**config.mk**
```make
export PLATFORM = sky130hd
export DESIGN_NAME = sync_fifo_flex
export DESIGN_NICKNAME = d
export VERILOG_FILES = /design/src/rtl/sync_fifo_flex.sv
export SDC_FILE = /design/constraint.sdc
export NUM_CORES = 1
export LEC_CHECK = 0
export CAP_MARGIN = 20
export CORE_MARGIN = 2
export CORE_UTILIZATION = 55
export DETAILED_ROUTE_END_ITERATION = 8
export GPL_TIMING_DRIVEN = 1
export PLACE_DENSITY = 0.82
export RECOVER_POWER = 100
export SYNTH_ARGS = -nofsm -noshare
export SYNTH_HDL_FRONTEND = slang
export SYNTH_SLANG_ARGS = --single-unit
```
**constraint.sdc**
```tcl
create_clock -name clk -period 9.5 [get_ports clk]
set_clock_uncertainty 0.1 [all_clocks]
set_input_delay 2.85 -clock clk [delete_from_list [all_inputs] [get_ports clk]]
set_output_delay 2.85 -clock clk [all_outputs]
set_load 0.02 [all_outputs]
```
**src/rtl/sync_fifo_flex.sv**
```systemverilog
// sync_fifo_flex
// Single-clock FIFO of arbitrary depth with standard or first-word-fall-through
// read mode, programmable almost-full/almost-empty thresholds, fill count,
// high-water mark and sticky overflow/underflow flags cleared by clr_err.

module sync_fifo_flex #(
  parameter int WIDTH     = 16,
  parameter int FIFO_SIZE = 16,
  parameter int AF_LEVEL  = 12,
  parameter int AE_LEVEL  = 2,
  parameter int FWFT      = 0,
  parameter int CNT_WIDTH = $clog2(FIFO_SIZE + 1)
) (
  input  logic                 clk,
  input  logic                 rst,
  input  logic                 wr_en,
  input  logic [WIDTH-1:0]     wdata,
  input  logic                 rd_en,
  input  logic                 clr_err,
  output logic [WIDTH-1:0]     rdata,
  output logic                 rd_valid,
  output logic                 full,
  output logic                 empty,
  output logic                 almost_full,
  output logic                 almost_empty,
  output logic [CNT_WIDTH-1:0] count,
  output logic [CNT_WIDTH-1:0] hwm,
  output logic                 overflow,
  output logic                 underflow
);

  // Pointer width only needs to address FIFO_SIZE entries; wrap is by compare,
  // so non-power-of-two depths never touch unused addresses.
  localparam int PW = (FIFO_SIZE > 1) ? $clog2(FIFO_SIZE) : 1;

  localparam logic [PW-1:0]        LAST_PTR = PW'(FIFO_SIZE - 1);
  localparam logic [CNT_WIDTH-1:0] FULL_CNT = CNT_WIDTH'(FIFO_SIZE);
  localparam logic [CNT_WIDTH-1:0] AF_CNT   = CNT_WIDTH'(AF_LEVEL);
  localparam logic [CNT_WIDTH-1:0] AE_CNT   = CNT_WIDTH'(AE_LEVEL);

  logic [WIDTH-1:0]     mem [FIFO_SIZE];
  logic [PW-1:0]        wr_ptr;
  logic [PW-1:0]        rd_ptr;
  logic [PW-1:0]        wr_ptr_next;
  logic [PW-1:0]        rd_ptr_next;
  logic [CNT_WIDTH-1:0] count_next;
  logic [CNT_WIDTH-1:0] hwm_next;
  logic                 wr_ok;
  logic                 rd_ok;

  // Requests are qualified against the registered flags only, so a full FIFO
  // drops a write even when a read frees a slot in the same cycle (and the
  // mirror case for reads on an empty FIFO).
  assign wr_ok = wr_en & ~full;
  assign rd_ok = rd_en & ~empty;

  // Flags are a pure decode of the registered count, so they only move on
  // clock edges or reset.
  assign full         = (count == FULL_CNT);
  assign empty        = (count == '0);
  assign almost_full  = (count >= AF_CNT);
  assign almost_empty = (count <= AE_CNT);

  // Next-state values for pointers, count and high-water mark.
  always_comb begin
    wr_ptr_next = wr_ptr;
    rd_ptr_next = rd_ptr;
    count_next  = count;
    hwm_next    = hwm;

    if (wr_ok) begin
      wr_ptr_next = (wr_ptr == LAST_PTR) ? '0 : wr_ptr + 1'b1;
    end
    if (rd_ok) begin
      rd_ptr_next = (rd_ptr == LAST_PTR) ? '0 : rd_ptr + 1'b1;
    end

    case ({wr_ok, rd_ok})
      2'b10:   count_next = count + 1'b1;
      2'b01:   count_next = count - 1'b1;
      default: count_next = count;
    endcase

    if (clr_err) begin
      hwm_next = count_next;
    end else if (count_next > hwm) begin
      hwm_next = count_next;
    end
  end

  // Storage array is deliberately left without reset; count gates every read.
  always_ff @(posedge clk) begin
    if (wr_ok) begin
      mem[wr_ptr] <= wdata;
    end
  end

  // Pointers, count, high-water mark and sticky error flags.
  always_ff @(posedge clk or posedge rst) begin
    if (rst) begin
      wr_ptr    <= '0;
      rd_ptr    <= '0;
      count     <= '0;
      hwm       <= '0;
      overflow  <= 1'b0;
      underflow <= 1'b0;
    end else begin
      wr_ptr <= wr_ptr_next;
      rd_ptr <= rd_ptr_next;
      count  <= count_next;
      hwm    <= hwm_next;

      if (wr_en && full) begin
        overflow <= 1'b1;
      end else if (clr_err) begin
        overflow <= 1'b0;
      end

      if (rd_en && empty) begin
        underflow <= 1'b1;
      end else if (clr_err) begin
        underflow <= 1'b0;
      end
    end
  end

  generate
    if (FWFT != 0) begin : g_fwft
      // Head word is presented directly; a pop simply advances rd_ptr.
      assign rdata    = mem[rd_ptr];
      assign rd_valid = ~empty;
    end else begin : g_std
      logic [WIDTH-1:0] rdata_q;
      logic             rd_valid_q;

      // Registered read: data captured on an accepted read and held otherwise,
      // with a one-cycle valid strobe.
      always_ff @(posedge clk or posedge rst) begin
        if (rst) begin
          rdata_q    <= '0;
          rd_valid_q <= 1'b0;
        end else begin
          rd_valid_q <= rd_ok;
          if (rd_ok) begin
            rdata_q <= mem[rd_ptr];
          end
        end
      end

      assign rdata    = rdata_q;
      assign rd_valid = rd_valid_q;
    end
  endgenerate

endmodule

```
; ---- Word-level counts from Yosys, hierarchy flattened
; Memory sizes are Yosys's and may differ from the RTL's. A register that Yosys moved wholly into a read port is not among the register bits.
; Index checks and enable logic that the tools add are counted.
[word_totals]
register_bits = 21
mem_bits_rw = 256
word_cells = 40
in_bits = 21
memories = 1
out_inout_bits = 33
[mem_list]
columns = memory, words, width, read_ports, rd_clocked_by_memory_dff, write_ports, line_no
row1 = mem, 16, 16, 1, 1, 1, 41  ; logic [WIDTH-1:0] mem [FIFO_SIZE];
[op_classes]
bitwise = 4
n_reduce_logical = 6
n_lt_le_gt_ge = 3
addsub = 4
eq_ne = 5
mux = 10
[op_table]
columns = operator, count
row1 = $mux 5, 2
row2 = $pmux 5 s2, 1
row3 = $add 4x1->4 const B, 2
row4 = $eq 4x4->1 const B, 2
row5 = $mux 4, 2
row6 = $reduce_bool 2->1, 3
row7 = $add 5x1->5 const B, 1
row8 = $eq 5x5->1 const B, 1
row9 = $ge 5x4->1 const B, 1
row10 = $gt 5x5->1, 1
row11 = $le 5x2->1 const B, 1
row12 = $logic_not 5->1, 1
row13 = $mux 1, 5
row14 = $sub 5x1->5 const B, 1
row15 = $and 1x1->1, 2
row16 = $eq 2x1->1 const B, 1
row17 = $eq 2x2->1 const B, 1
row18 = $logic_and 1x1->1, 2
row19 = $not 1->1, 2

; ---- Logic depth before layout (Yosys ltp)
[logic_depth]
ltp_word = 8
depth_mapped = 18
depth_no_buf = 15

; ---- Worst setup path before layout
; No wires, ideal clock.
[synth_timing]
path_kind = input-to-reg
from = input wr_en
to = register hwm[0]
arrival_ps = 5599
path_slack_ps = 3676
path_stages = 14
path_buffers = 0
setup_time_ps = 125
required_time_ps = 9275
path_cell_list = inv_1 a21oi_1 inv_1 ha_1 a21oi_1 o211ai_1 mux2i_1 xor2_1 mux2_2 ha_1 nor2_1 a31oi_1 a21oi_1 mux2_2
[synth_between]
elab_chain_len = 5
word_cells_on_any_way = 8
cone_classes = order compare (1) / eq/ne (2) / mux (3) / bitwise (1) / reduce/logical (1)
[synth_rtl]
columns = item, line_no
row1 = "start, declared", 16  ; input logic wr_en,
row2 = $and 1x1->1 *, 54  ; assign wr_ok = wr_en & ~full;
row3 = $eq 2x1->1 or $eq 2x2->1 (tied branches), 78  ; case ({wr_ok, rd_ok})
row4 = $pmux 5 s2 *, 78
row5 = net count_next[4], 46  ; logic [CNT_WIDTH-1:0] count_next;
row6 = $gt 5x5->1 *, 86  ; end else if (count_next > hwm) begin
row7 = $reduce_bool 2->1 (no line) *, --
row8 = "end signal, assigned", 111  ; hwm <= hwm_next;
row9 = "end, declared", 27  ; output logic [CNT_WIDTH-1:0] hwm,
; The timed path passes the listed nets; every way through them passes the cells marked *. The select of a mux whose other input is x is not followed.
; A chain may end at the register's enable or synchronous reset.

; ---- Worst setup path in the final report
[layout_timing]
from = input rd_en
to = register hwm[4]
[layout_between]
elab_chain_len = 5
word_cells_on_any_way = 8
cone_classes = order compare (1) / eq/ne (2) / mux (3) / bitwise (1) / reduce/logical (1)
[layout_rtl]
columns = item, line_no
row1 = "start, declared", 18  ; input logic rd_en,
row2 = $and 1x1->1 *, 55  ; assign rd_ok = rd_en & ~empty;
row3 = $eq 2x1->1 or $eq 2x2->1 (tied branches), 78
row4 = $pmux 5 s2 *, 78
row5 = net count_next[4], 46
row6 = $gt 5x5->1 or $mux 5 (tied branches), 86
row7 = $reduce_bool 2->1 (no line) or $mux 5 (tied branches), --
; Marked as above.

==> results.md <==
* Status: finished with violations
* Failing checks: max-capacitance violations, max-slew violations
* Largest area contributor in the netlist: edfxtp_1
* 1st-iter DRT viols at 669
* Worst Hold Class: flip-flop to flip-flop
* Worst path max stage delay at 0.85 ns
* Die Wd at around 150 um
* Post-CTS Resized at 0
* Gr usage total at 22.4%
* Antenna violations before repair at 2
* Remaining global-route overflow at 0
* Crit Path Category: input pin to flip-flop
* WP data arrival at roughly 7 ns
* Die H at 149 um
* Critical Path Fanout Max at 21
* Max-slew violations at 45
* Tcrit/Tclk final at around 73%
* Top-count cell post-synth: edfxtp_1
* CP Capture Type: flip-flop
* Cell area after synthesis at 11,600 um^2
* Clk Latency, worst-skew pair at between 0.5 and 0.6 ns
* Cell Rows at between 50 and 60
* Yosys warns at 0
* Clk slew on worst S/H paths at 0.06 ns
* Setup crit start kind: input pin
* Ports at 54
* Hold_buf cts at 0
* Root Driver: clkbuf_16
* Die Area at 22,200 um^2
* Overall routed net length at 23,700 um
* Power Density at about 300 nW/um^2
* CTS max path bufs at 3
* Main flop type after synthesis: edfxtp_1
* Area growth from synthesis to layout at 15.7%
* MaxCap Viol Count at 2
* Detailed-route via count at 5,738
* Synth Register Bits at 293
* Number of flops mapped to enable cells by yosys at 256
* Synth Instances at approximately 580
* Vias/cell at 6.02
* Post-synth top cells: 256 x edfxtp_1, 80 x mux4_2, 66 x nand2_1
* Filler cells at about 1,400
* Vias in the first global route at 6,051
* Design Power at slightly above 4000 uW
* Pleak at 0.00452 uW
* Detailed Routing Iterations Pass 1 at 5
* Unrepaired setup endpoints after global routing: no
* Asr flop ratio synth at 12.6%
* Synth top area share at 66.5%
* Worst path slowest cell: clkbuf_1
* Sinks on Clock Net at between 200 and 300
* First-pass GRT wire length at 36,400 um
* Synthesized area per cell at 20.0 um^2
* Largest net degree at the start of global routing at 69
* Dpl hpwl at about 13,000 um
* Syn_nets at 611
* DRC viols at 0
* Setup TNS at 0 ns
* Worst relative slew slack at -51.7%
* WP data required at 9.81 ns
* Peak VDD IR at 0.000241 V
* Layout cells sized above 1 at 19.5%
* CTS Buf Count at 28
* Period minus WS final at 6.91 ns
* Setup Fix Bufs, Post-CTS at 0
* Fmax at 145 MHz
* Final net count at 687
* Port Buffer Count at between 50 and 60
* GP Congestion at around 0.8
* Tightest Pin Transition at ~2.3 ns
* Synth area leaders: edfxtp_1 67%, mux4_2 16%, dfrtp_1 8.0%
* Sequential-to-total area share from yosys stat at approximately three quarters
* CTS H-Tree Depth at 1
* Setup violations, final at 0
* Worst-path cell chain: dlygate4sd3_1 > nand2b_1 > clkbuf_1 > inv_1 > ha_1 > a21oi_1 > o211ai_1 > mux2i_1 > xor2_1 > mux2_1 > ha_1 > nor2_1 > a31oi_1 > a21oi_1 > mux2_2
* Initial Util at between 50% and 60%
* Area of the core at 20,800 um^2
* Routed Antenna Nets at 0
* WL/cell at roughly 25 um
* Post-synth cell types at 37
* CTS tree: done
* Endpoints failing hold at 0
placed cells by master (no fill, tap or decap), drive strengths merged, types with 6 or more instances in the layout:
| master | instances |
|---|---|
| a21oi | 6 |
| clkbuf | 58 |
| clkinv | 8 |
| dfrtp | 37 |
| dlygate4sd3 | 51 |
| edfxtp | 256 |
| ha | 12 |
| inv | 14 |
| mux2 | 7 |
| mux4 | 80 |
| nand2 | 66 |
| nor2 | 17 |
| nor3 | 6 |
| o21ai | 9 |
sequential cells by signal, summed over array words and instances, names as in the netlist:
| name | flops |
|---|---|
| wr_ptr | 4 |
| rdata | 16 |
| hwm | 5 |
| rd_valid | 1 |
| mem | 256 |
| underflow | 1 |
| rd_ptr | 4 |
| count | 5 |
| overflow | 1 |
layer usage:
metal	share of wire, %	up-vias	GRT usage, %
met5	0	-	0
met4	2.9	0	6.33
met3	7.2	52	3.55
met2	51	227	38.1
met1	39	2992	30.5
li1	-	2467	-
power by group:
| part | leakage (uW) | total (uW) | internal [uW] | switching (uW) |
|---|---|---|---|---|
| clock | 0.000482 | 1170 | 719 | 450 |
| sequential | 0.00276 | 1740 | 1590 | 150 |
| combinational | 0.00128 | 1170 | 578 | 588 |
| total | 0.00452 | 4070 | 2880 | 1190 |
metrics by stage:
stage	hold slack [ns]	std cells	utilization [%]	cell area [um^2]	setup slack [ns]
floorplan	0.459	578	-	11600	3.68
global placement	0.373	899	59.9	12500	2.89
detailed placement	0.371	899	59.9	12500	2.58
CTS	0.384	951	64.7	13500	3.07
global route	0.407	951	64.2	13400	2.41
finish	0.368	953	64.2	13400	2.59
critical path, delay by kind of cell:
kind | cells | cell delay, ns
buffers and inverters | 3 | 1.61
AOI/OAI and AO/OA | 4 | 0.89
adders and majority gates | 2 | 0.59
xor gates and xnor gates | 1 | 0.10
muxes | 3 | 0.95
and+or+nand+nor | 2 | 0.23
path summary, 6_finish.rpt:
check                                     start                    end  slack (ns)  cells after the start
setup / recovery                          rd_en     hwm[4]$_DFFE_PP0P_        2.59                     15
hold / removal             rdata[5]$_DFFE_PP0P_   rdata[5]$_DFFE_PP0P_        0.37                      2
setup reg to reg             count[1]$_DFF_PP0_     hwm[4]$_DFFE_PP0P_        3.87                     16
hold reg to reg            rdata[5]$_DFFE_PP0P_   rdata[5]$_DFFE_PP0P_        0.37                      2
max in group asynchronous                   rst  rd_ptr[0]$_DFFE_PP0P_        4.19                      3
min in group asynchronous                   rst  rdata[15]$_DFFE_PP0P_        3.50                      3
layout make-up:
class                   instances  area (um^2)  area share, %
clock buffers                  40          797           5.96
inverters                      15         56.3          0.421
well taps                     275          344           2.57
diodes                          2         5.00         0.0374
repair buffers                 74          621           4.64
flip-flops and latches        293         8620           64.5
clock inverters                12          193           1.44
multi-input cells             242         2740           20.5
cells by family (layout without fill, tap and decap cells):
family                     Yosys count  count (layout)  synth area share [%]
DFF                                293             293                  74.5
adders and majority gates           12              12                  1.30
muxes                               90              90                  16.5
xor gates and xnor gates             7               7                 0.531
other                                0               2                     0
buffers and inverters               43             141                  1.65
and+or+nand+nor                    107             107                  4.08
AOI/OAI and AO/OA                   26              26                  1.36
No activity file was read; power rests on OpenSTA's default activity.
